[config.mk]
export PLATFORM = sky130hd
export DESIGN_NAME = skew_tile_sequencer
export DESIGN_NICKNAME = d
export VERILOG_FILES = /design/src/rtl/skew_tile_sequencer.sv
export SDC_FILE = /design/constraint.sdc
export NUM_CORES = 1
export LEC_CHECK = 0
export BUFFER_PORTS_ARGS = -buffer_cell sky130_fd_sc_hd__buf_2
export CORE_MARGIN = 3
export CORE_UTILIZATION = 32
export DETAILED_ROUTE_END_ITERATION = 10
export PLACE_DENSITY = 0.81
export SLEW_MARGIN = 10
export SYNTH_ARGS = -nofsm -noshare
export SYNTH_HDL_FRONTEND = slang
export SYNTH_SLANG_ARGS = --single-unit
[constraint.sdc]
create_clock -name clk -period 2.3 [get_ports clk]
set_clock_uncertainty 0.2 [all_clocks]
set_input_delay 0.23 -clock clk [delete_from_list [all_inputs] [get_ports clk]]
set_output_delay 0.23 -clock clk [all_outputs]
set_load 0.01 [all_outputs]
[src/rtl/skew_tile_sequencer.sv]
// Load/drain sequencer for one skew buffer per operand tile.
// Optional perf counters (stall_cycles, tiles_done) under SKEW_TILE_SEQ_PERF_EN.

module skew_tile_lane #(
  parameter int DATA_WIDTH = 8
) (
  input  logic                  load,
  input  logic [DATA_WIDTH-1:0] in_elem,
  output logic [DATA_WIDTH-1:0] out_elem
);
  // Forward the element only while loading so the buffer bus stays quiet otherwise.
  assign out_elem = load ? in_elem : '0;
endmodule

module skew_tile_sequencer #(
  parameter int ARRAY_SIZE = 8,
  parameter int DATA_WIDTH = 8,
  parameter int DRAIN_LEN  = 2*ARRAY_SIZE-1
) (
  input  logic                                  clk,
  input  logic                                  rst,
  input  logic                                  start,
  input  logic                                  in_valid,
  output logic                                  in_ready,
  input  logic [ARRAY_SIZE-1:0][DATA_WIDTH-1:0] in_data,
  output logic                                  buf_write,
  output logic [$clog2(ARRAY_SIZE)-1:0]         buf_row_ptr,
  output logic [ARRAY_SIZE-1:0][DATA_WIDTH-1:0] buf_data,
  output logic                                  buf_enable,
  input  logic                                  array_ready,
  output logic                                  array_valid,
  output logic                                  busy,
  output logic                                  done
`ifdef SKEW_TILE_SEQ_PERF_EN
  ,
  output logic [15:0]                           stall_cycles,
  output logic [15:0]                           tiles_done
`endif
);

  localparam int PTR_W = $clog2(ARRAY_SIZE);
  localparam int CNT_W = $clog2(DRAIN_LEN);
  localparam logic [CNT_W-1:0] LAST_ROW  = CNT_W'(ARRAY_SIZE-1);
  localparam logic [CNT_W-1:0] LAST_BEAT = CNT_W'(DRAIN_LEN-1);

  typedef enum logic [1:0] {
    S_IDLE  = 2'd0,
    S_LOAD  = 2'd1,
    S_DRAIN = 2'd2,
    S_DONE  = 2'd3
  } state_t;

  state_t           state, state_nxt;
  logic [CNT_W-1:0] load_cnt, load_cnt_nxt;
  logic [CNT_W-1:0] drain_cnt, drain_cnt_nxt;
  logic             load;

  always_ff @(posedge clk) begin
    if (rst) begin
      state     <= S_IDLE;
      load_cnt  <= '0;
      drain_cnt <= '0;
    end else begin
      state     <= state_nxt;
      load_cnt  <= load_cnt_nxt;
      drain_cnt <= drain_cnt_nxt;
    end
  end

  always_comb begin
    state_nxt     = state;
    load_cnt_nxt  = load_cnt;
    drain_cnt_nxt = drain_cnt;
    load          = 1'b0;
    in_ready      = 1'b0;
    buf_write     = 1'b0;
    buf_enable    = 1'b0;
    busy          = 1'b0;
    done          = 1'b0;
    unique case (state)
      S_IDLE: begin
        if (start) state_nxt = S_LOAD;
      end
      S_LOAD: begin
        busy      = 1'b1;
        load      = 1'b1;
        in_ready  = 1'b1;
        buf_write = in_valid;
        if (in_valid) begin
          if (load_cnt == LAST_ROW) begin
            state_nxt    = S_DRAIN;
            load_cnt_nxt = '0;
          end else begin
            load_cnt_nxt = load_cnt + CNT_W'(1);
          end
        end
      end
      // A stalled beat leaves both the buffer and the counter untouched.
      S_DRAIN: begin
        busy       = 1'b1;
        buf_enable = array_ready;
        if (array_ready) begin
          if (drain_cnt == LAST_BEAT) begin
            state_nxt     = S_DONE;
            drain_cnt_nxt = '0;
          end else begin
            drain_cnt_nxt = drain_cnt + CNT_W'(1);
          end
        end
      end
      S_DONE: begin
        busy          = 1'b1;
        done          = 1'b1;
        load_cnt_nxt  = '0;
        drain_cnt_nxt = '0;
        state_nxt     = S_IDLE;
      end
      default: state_nxt = S_IDLE;
    endcase
  end

  assign array_valid = buf_enable;
  assign buf_row_ptr = load ? PTR_W'(load_cnt) : '0;

  for (genvar g = 0; g < ARRAY_SIZE; g++) begin : g_lane
    skew_tile_lane #(.DATA_WIDTH(DATA_WIDTH)) u_lane (
      .load     (load),
      .in_elem  (in_data[g]),
      .out_elem (buf_data[g])
    );
  end

`ifdef SKEW_TILE_SEQ_PERF_EN
  // Both counters span tiles; only rst clears them.
  always_ff @(posedge clk) begin
    if (rst) begin
      stall_cycles <= '0;
      tiles_done   <= '0;
    end else begin
      if (state == S_DRAIN && !array_ready && stall_cycles != 16'hFFFF)
        stall_cycles <= stall_cycles + 16'd1;
      if (done)
        tiles_done <= tiles_done + 16'd1;
    end
  end
`endif

endmodule

==> results of run 1 <==
## cell type report
type	count	area, um^2
multi-input combinational	121	810
fill	307	1290
inverter	10	37.5
timing repair buffer	143	724
sequential	10	200
clock buffer	4	36.3
tap	44	55.1
## how the worst max path moves through the flow
stage                          startpoint                     to  slack (ns)  cells after the start
floorplan           state[1]$_SDFFE_PP0P_           buf_data[17]        0.42                      6
global placement    state[0]$_SDFFE_PP0P_  state[1]$_SDFFE_PP0P_        0.37                      5
detailed placement  state[0]$_SDFFE_PP0P_  state[1]$_SDFFE_PP0P_        0.33                      5
CTS                 state[1]$_SDFFE_PP0P_           buf_data[31]        0.17                      5
global route        state[1]$_SDFFE_PP0P_           buf_data[40]        0.06                      5
finish              state[1]$_SDFFE_PP0P_           buf_data[18]        0.23                      5
## kinds of logic (layout without fill, tap and decap cells)
| kind of cell | after synthesis | count (layout) | share of synthesized area |
|---|---|---|---|
| compound gates | 20 | 20 | 0.125 |
| fa+ha+maj | 9 | 9 | 0.103 |
| buf+inv | 21 | 157 | 0.0798 |
| flops | 10 | 10 | 0.182 |
| mux | 3 | 3 | 0.0274 |
| simple gates | 89 | 89 | 0.482 |
## synthesized netlist by cell type (all sizes together), types with 2 or more instances
master,count,share of area
a21oi,7,0.032
nand2,2,0.0068
dfxtp,10,0.18
clkbuf,8,0.027
nor2,8,0.027
ha,9,0.10
a211oi,2,0.014
o21ai,2,0.0091
and2,68,0.39
inv,10,0.034
nor3,3,0.014
nand3,3,0.014
mux2i,3,0.027
buf,3,0.018
a311oi,2,0.016
## power groups by stage
stage | logic, mW | registers [mW] | clock network, mW
after floorplan | 0.699 | 0.231 | 0
after global placement | 1.11 | 0.235 | 0
after detailed placement | 1.13 | 0.237 | 0
after CTS | 1.13 | 0.233 | 0.162
after global routing | 1.25 | 0.239 | 0.170
final | 1.12 | 0.233 | 0.157
## state kept, by name, indices dropped and copies added (netlist names)
register,flops
drain_cnt,4
load_cnt,4
state,2
## metrics by stage
stage,hold WS [ns],setup WS (ns),instances,area (um^2)
floorplan,0.271,0.424,152,1100
global placement,0.287,0.368,328,1820
CTS,0.0559,0.169,332,1860
detailed placement,0.314,0.331,328,1820
global route,0.0912,0.0594,332,1860
finish,0.0706,0.229,332,1860
## layer usage
metal | vias to the layer above | global-route usage
li1 | 771 | -
met1 | 619 | 0.197
met2 | 74 | 0.325
met3 | 0 | 0.0607
met4 | 0 | 0.00792
met5 | - | 0
## what timing repair did
item | 4_1_cts | 5_1_grt
setup buffers | 0 | 0
endpoints found under the hold margin | 0 | 0
resized for setup | 0 | 1
setup endpoints to repair | 0 | 2
==> metrics.txt, run 1 <==
final core occ=0.591; r2r setup slk=0.32 ns; Max Freq=between 400 and 500 MHz; async set-or-reset flop fraction in the synthesized netlist=0; antenna fix cells=0; Post-synth top flop=dfxtp_1; Slew Viols, Final=0; Yosys reg bits=10; crit end category=output pin; Initial Utilization=0.348; average wire per standard cell=around 12 um; Cell Area, Synth=~1100 um^2; Clock H-tree levels=1; CP Buf/Inv Count=3; Leak=around 1.1 nW; Largest stage delay, worst path=0.34 ns; Worst-Margin Slew=roughly 0.55 ns; syn nets=230; outcome=finished clean; Final setup violation count=0; uppermost layer routed=met3; WS Path Type=reg2out; initial drt markers=28; initial antenna violation count=0; Peak VDD IR=between 0.6 and 0.7 mV; Final ANT Viol Nets=0; total number of vias=approximately 1.5k; DRC errors left=0; Synth Area per Inst=around 7.2 um^2; Slew HR=0.623; total track usage=0.173; Layout area overhead=69.8%; number of max-cap violations=0; Worst R2R Path Depth=4; worst min path class=in2reg; core region area=3150 um^2; GPL Wtd Cong=about 0.8; Hold EP=drain_cnt[3]$_SDFFE_PP0P_; clock network fraction of design power=0.104; Die ar.=about 4200 um^2; CP arrival=roughly 1.6 ns; Seq/Total Area, Yosys=0.182; Min-Delay Startpoint=rst; Yosys cell types=29; switching share of power=0.464; FF-to-FF End=drain_cnt[3]$_SDFFE_PP0P_; CTS tree=yes; final hold vios=0; Int Pwr=0.808 mW; Final min period=2.07 ns; CP top delay family=buffers and inverters; gr ovfl total=0; Clock Tree Root=clkbuf_4; Final Routed Wirelength=roughly 3800 um; CTS max path bufs=2; Sequential Power Share=0.155; total power=between 1.5 and 2 mW; met2 WL=1910 um; Setup crit start kind=register; vias in the first global route=1305; die width=around 65 um; M1 WL=roughly 1500 um; Pwr Density=810 nW/um^2; Final #Nets=between 300 and 400; Vert. Die Dim=64.6 um; layout cell share with drive strength beyond 1=0.524; DP HPWL=approximately 3300 um; met3 wire length=between 300 and 400 um; Num CTS Buffers=3; Via density=between 4 and 5; most common cell after layout, fill and taps aside=buf_2; Fin Setup TNS=0 ns; Slowest-stage cell, CP=dfxtp_1; I/O Buffers=roughly 140; commonest non-fill, non-tap cells in the layout=141 x buf_2, 68 x and2_1, 10 x dfxtp_1; warnings from Yosys=0; site row count=20; Ports=between 100 and 150; Worst-Skew Late Latency=around 0.27 ns; Cells after Synth=approximately 150; Clk pin slew, worst setup/hold paths=about 0.07 ns; worst-path fanout max=28; hold depth=2; reg2reg start=state[0]$_SDFFE_PP0P_; drt pass-1 iters=4; CP cell instances=inv_1 -> ha_1 -> buf_4 -> and2_1 -> buf_2; pin count of the biggest net entering global routing=about 40; clk sink count=10; CTS Hold Bufs=0; Combinational Power Share=0.742; sw power=between 0.7 and 0.8 mW; Critical Path RT=about 1.9 ns; EDFF count, synth=0; first-pass GRT wire length=approximately 5900 um; RSZ-0062 raised after global routing=false; fin crit share=0.900
Power figures use the tool's default switching activity.
==> inputs of run 2 (changes only) <==
--- a/config.mk
+++ b/config.mk
@@ -5,9 +5,10 @@
 export SDC_FILE = /design/constraint.sdc
 export NUM_CORES = 1
 export LEC_CHECK = 0
+export ABC_AREA = 1
 export BUFFER_PORTS_ARGS = -buffer_cell sky130_fd_sc_hd__buf_2
 export CORE_MARGIN = 3
-export CORE_UTILIZATION = 32
+export CORE_UTILIZATION = 34
 export DETAILED_ROUTE_END_ITERATION = 10
 export PLACE_DENSITY = 0.81
 export SLEW_MARGIN = 10
==> run 2 against run 1 <==
Clock-buffer cell count decreased by 1. Routed wire length is 8.3% higher. Combinational power fell by 5%. Flip-flop and latch count is the same. Synthesized cell count rose by 56%. Critical path depth up 1. Sequential share of layout area shrank 0.79 points. Worst hold slack worse by 0.052 ns. Global-route usage increased by 0.71 points. Maximum frequency fell by 0.85%. Setup slack lost 0.018 ns. Critical endpoint is now buf_row_ptr[2]. Largest power group unchanged.
==> metrics.txt, run 2 <==
final hold vios=0; number of max-cap violations=0; crit path launch=state[1]$_SDFFE_PP0P_; Combinational Power Share=0.718; Peak VDD IR=0.429 mV; Layout fillers=approximately 350; Fin Setup TNS=0 ns; Final ANT Viol Nets=0; Final Cell Area=about 2000 um^2; EDFF count, synth=0; Setup crit start kind=register; Worst-Skew Late Latency=around 0.23 ns; WHS=~0.019 ns; Synth Area per Inst=roughly 5.3 um^2; DRC errors left=0; Cells after Synth=237; CTS tree=yes; worst-path fanout max=55; Largest stage delay, worst path=0.42 ns; placed instance area=slightly below 2000 um^2; layout cell share with drive strength beyond 1=0.429; worst min path class=in2reg; Pwr Density=734 nW/um^2; CP Buf/Inv Count=4; antenna fix cells=0; GR peak layer=met2; outcome=finished clean; pin count of the biggest net entering global routing=56; warnings from Yosys=0; Max Freq=approximately 480 MHz; most common cell in the netlist=nand2_1; Layout area overhead=61.2%; Critical Path RT=around 1.9 ns; Final Routed Wirelength=4140 um; Cell Area, Synth=about 1200 um^2; met3 usage in global routing=0.0590; Int Pwr=0.736 mW; CP cell instances=inv_1 -> ha_2 -> buf_12 -> nand2_1 -> inv_1 -> buf_2; GR Util met2=0.356; RSZ-0062 raised after global routing=false; commonest cells in the netlist=88 x nand2_1, 78 x inv_1, 10 x dfxtp_1; setup ws final=around 0.21 ns; commonest non-fill, non-tap cells in the layout=141 x buf_2, 88 x nand2_1, 78 x inv_1; setup bufs post-CTS=0; cell taking the most area after synthesis=nand2_1; gr ovfl total=0; Slowest-stage cell, CP=ha_2; Initial Utilization=0.362; most common cell after layout, fill and taps aside=buf_2; Via density=around 4.0; cell mode on critical path=inv_1; total track usage=0.180; CTS Hold Bufs=0; total number of vias=~1.7k; Clk pin slew, worst setup/hold paths=roughly 0.05 ns; Sequential Power Share=0.160; Ports=approximately 140; Multi-input gate area=about 680 um^2; Min-Delay Startpoint=rst; average wire per standard cell=9.88 um; met1 usage=0.182; post-cts resize count=0; Final min period=around 2.1 ns; crit end category=output pin; Place WS=0.459 ns; sw power=roughly 0.74 mW; post-synth top area share=0.265; reg2reg start=state[1]$_SDFFE_PP0P_; r2r setup slk=0.65 ns; initial drt markers=45; Slew HR=0.759; vias in the first global route=approximately 1.4k; Clock H-tree levels=1; clk sink count=10; die width=between 60 and 70 um; WS Path Type=reg2out; async set-or-reset flop fraction in the synthesized netlist=0; Slew Viols, Final=0; I/O Buffers=approximately 140; Leak=~1.7 nW; Worst-Margin Slew=between 0.3 and 0.4 ns; Vert. Die Dim=66.6 um; Num CTS Buffers=3; Final setup violation count=0; FF/Latch Area=between 200 and 250 um^2; Die ar.=approximately 4400 um^2; Final #Nets=453; switching share of power=0.501; CP arrival=about 1.7 ns; CTS max path bufs=2; GPL Wtd Cong=0.836; Yosys cell types=23; drt pass-1 iters=4; Clock Tree Root=clkbuf_8; syn nets=approximately 320; fin crit share=0.908; CP top delay family=buffers and inverters; core region area=between 3000 and 4000 um^2; Yosys reg bits=10; DP HPWL=between 3000 and 4000 um; Top Registers=drain_cnt x4, load_cnt x4, state x2; site row count=21; first-pass GRT wire length=6330 um; clock network fraction of design power=0.122; Seq/Total Area, Yosys=0.160; initial antenna violation count=0; Post-synth top flop=dfxtp_1; synth top area cells=nand2_1 26%, inv_1 23%, dfxtp_1 16%
[run 2: final timing paths]
| kind | endpoint | cells after the start |
|---|---|---|
| worst min-delay path | load_cnt[1]$_SDFFE_PP0P_ | 2 |
| worst min register to register | drain_cnt[2]$_SDFFE_PP0P_ | 2 |
| worst max-delay path | buf_row_ptr[2] | 6 |
| worst max register to register | load_cnt[3]$_SDFFE_PP0P_ | 8 |
[run 2: through the flow]
| stage | power [mW] | std cells | util |
|---|---|---|---|
| after floorplan | 0.944 | 237 | - |
| after global placement | 1.29 | 416 | 0.572 |
| after detailed placement | 1.31 | 416 | 0.572 |
| after CTS | 1.50 | 419 | 0.584 |
| after global routing | 1.65 | 419 | 0.584 |
| final | 1.48 | 419 | 0.584 |
[run 2: logic make-up (layout without fill, tap and decap cells)]
group	count (synthesis)	in the layout	share of synthesized area
fa+ha+maj	9	9	0.0903
compound gates	14	14	0.0732
simple gates	113	113	0.377
buf+inv	91	227	0.299
flops	10	10	0.160
[run 2: layer usage]
layer / vias to the layer above / part of all wire
li1: 926 / -
met1: 669 / 0.36
met2: 59 / 0.54
met3: 2 / 0.10
met4: 0 / 0.0029
met5: - / 0
[run 2: worst reg2reg max path: stages (launching register included)]
cell and delay, ns:
dfxtp_1 0.34, inv_1 0.11, ha_2 0.42, nand2_4 0.09, clkinv_2 0.07, nand2_1 0.06, nor2_2 0.11, nand3_1 0.08
a21oi_1 0.11
[run 2: final cells by class]
cell class,instances,area share
timing repair buffer,142,0.361
multi-input combinational,136,0.337
inverter,82,0.154
sequential,10,0.0996
tap,46,0.0286
clock buffer,3,0.0205
[run 2: power by group through the flow]
stage	registers (mW)	logic [mW]	clock network, mW
6_report	0.236	1.06	0.180
2_1_floorplan	0.232	0.712	0
3_3_place_gp	0.240	1.05	0
3_5_place_dp	0.239	1.07	0
5_1_grt	0.242	1.20	0.200
4_1_cts	0.236	1.07	0.188
==> inputs of run 3 (changes only) <==
--- a/config.mk
+++ b/config.mk
@@ -6,12 +6,14 @@
 export NUM_CORES = 1
 export LEC_CHECK = 0
 export ABC_AREA = 1
-export BUFFER_PORTS_ARGS = -buffer_cell sky130_fd_sc_hd__buf_2
+export BUFFER_PORTS_ARGS = -buffer_cell sky130_fd_sc_hd__clkbuf_2
 export CORE_MARGIN = 3
-export CORE_UTILIZATION = 34
+export CORE_UTILIZATION = 33
 export DETAILED_ROUTE_END_ITERATION = 10
-export PLACE_DENSITY = 0.81
+export PLACE_DENSITY = 0.8
+export RECOVER_POWER = 100
 export SLEW_MARGIN = 10
 export SYNTH_ARGS = -nofsm -noshare
 export SYNTH_HDL_FRONTEND = slang
+export SYNTH_HIERARCHICAL = 1
 export SYNTH_SLANG_ARGS = --single-unit
==> run 3 against run 2 <==
Die area shrank 0.72%. Worst hold slack gained 0.19 ns. Synthesized area shrank 3.7%. First-iteration DRC count shrank 29%. Clock-buffer cell count grew 1. Clock power shrank 11%. Routed wire length shrank 0.29%. Power shrank 6.7%. Critical path depth is the same. Via count grew 2.4%. Largest power group unchanged.
==> metrics.txt, run 3 <==
CTS Hold Bufs=1; RSZ-0062 raised after global routing=false; Setup crit start kind=register; setup ws final=0.298 ns; cell taking the most area after synthesis=nand2_1; WS Path Type=reg2out; Seq/Total Area, Yosys=0.167; DRC errors left=0; layout cell share with drive strength beyond 1=0.208; Final setup violation count=0; I/O Buffers=~140; DP HPWL=between 3000 and 4000 um; pin count of the biggest net entering global routing=52; post-synth top area share=0.284; Clk pin slew, worst setup/hold paths=around 0.070 ns; Clock Tree Root=clkbuf_4; Final #Nets=approximately 450; Initial Utilization=0.352; vias in the first global route=approximately 1.4k; crit end category=output pin; Yosys cell types=17; Cells after Synth=about 240; Critical Path RT=1.87 ns; Worst-Skew Late Latency=around 0.27 ns; site row count=21; final core occ=0.552; commonest non-fill, non-tap cells in the layout=92 x nand2_1, 82 x inv_1, 72 x clkbuf_1; Worst-Margin Slew=~0.44 ns; CTS max path bufs=2; async set-or-reset flop fraction in the synthesized netlist=0; total number of vias=1695; Fin Setup TNS=0 ns; Synth Area per Inst=slightly above 5 um^2; Max Freq=between 400 and 500 MHz; warnings from Yosys=6; worst min path class=in2reg; most common cell after layout, fill and taps aside=nand2_1; most common cell in the netlist=nand2_1; first-pass GRT wire length=5820 um; total power=roughly 1.4 mW; syn nets=between 300 and 400; total track usage=0.164; Final ANT Viol Nets=0; synth top area cells=nand2_1 28%, inv_1 26%, dfxtp_1 17%; Layout area overhead=57.1%; clk sink count=10; core region area=~3400 um^2; GPL Wtd Cong=0.786; drt pass-1 iters=4; Vert. Die Dim=approximately 66 um; Final Routed Wirelength=4130 um; gr ovfl total=0; commonest cells in the netlist=91 x nand2_1, 82 x inv_1, 10 x dfxtp_1, 10 x nor2_1, 9 x ha_1; initial antenna violation count=0; Yosys reg bits=10; fin crit share=0.870; worst-path fanout max=51; number of max-cap violations=0; Die ar.=4400 um^2; Pwr Density=about 730 nW/um^2; average wire per standard cell=9.81 um; Slew Viols, Final=0; final hold vios=0; initial drt markers=32; outcome=finished clean; post-cts resize count=0; setup bufs post-CTS=0; Peak VDD IR=approximately 0.50 mV; Via density=around 4.0; EDFF count, synth=0; Num CTS Buffers=3; Ports=roughly 140; Clock H-tree levels=1; Top Registers=drain_cnt x4, load_cnt x4, state x2; Cell Area, Synth=roughly 1200 um^2; Layout fillers=414; Post-synth top flop=dfxtp_1; die width=66.3 um; CP arrival=1.57 ns; Slew HR=0.705; Final min period=~2.0 ns; antenna fix cells=0; CTS tree=yes; Leak=between 1 and 1.5 nW; Place WS=0.659 ns
-- run 3: cell count changes after synthesis, sizes merged --
cell	delta
a21oi	-1
clkinv	-1
inv	+1
nand3b	-1
nand4	-1
nor3	+1
xnor2	+1
-- run 3: worst paths after layout --
check,start,to,slack (ns),depth (start not counted)
setup / recovery,state[1]$_SDFFE_PP0P_,buf_write,0.30,6
setup reg to reg,state[1]$_SDFFE_PP0P_,load_cnt[3]$_SDFFE_PP0P_,0.44,7
hold reg to reg,load_cnt[1]$_SDFFE_PP0P_,load_cnt[1]$_SDFFE_PP0P_,0.30,2
hold / removal,in_valid,load_cnt[3]$_SDFFE_PP0P_,0.21,5
-- run 3: cell families (layout without fill, tap and decap cells) --
logic type      Yosys count  count (layout)  share of synthesized area
simple gates            112             112                      0.368
buf+inv                  91             230                      0.296
compound gates           13              13                     0.0688
flops                    10              10                      0.167
fa+ha+maj                 9               9                     0.0938
xor+xnor                  1               1                    0.00729
-- run 3: power by group --
group | leakage (nW) | switching (mW) | internal (mW)
Combinational | 1.34 | 0.643 | 0.338
Sequential | 0.0814 | 0.0316 | 0.203
Clock | 0.0210 | 0.0647 | 0.0961
Total | 1.44 | 0.739 | 0.638
-- run 3: critical path: stages (launching register included) --
cell and delay, ns:
dfxtp_1 0.35, inv_1 0.11, ha_1 0.22, buf_12 0.23
nand2_1 0.14, inv_1 0.09, clkbuf_1 0.15
-- run 3: cell type report --
type,count,area [um^2],share of cell area
Tap cell,46,57.6,0.0305
Sequential cell,10,200,0.106
Clock buffer,4,36.3,0.0192
Multi-Input combinational cell,135,632,0.335
Inverter,82,308,0.163
Timing Repair Buffer,144,653,0.346
-- run 3: metrics by stage --
step                      hold WS [ns]  cell area, um^2  cells
final                            0.206             1890    421
after global placement           0.261             1950    416
after detailed placement         0.264             1950    416
after floorplan                 0.0924             1200    236
after CTS                        0.172             1990    421
after global routing             0.239             1890    421
-- run 3: layer usage --
layer,share of wire,track usage,vias up
met2,0.51,0.318,62
met1,0.39,0.174,706
met5,0,0,-
met4,0.0061,0.0228,0
li1,-,-,923
met3,0.095,0.0493,4
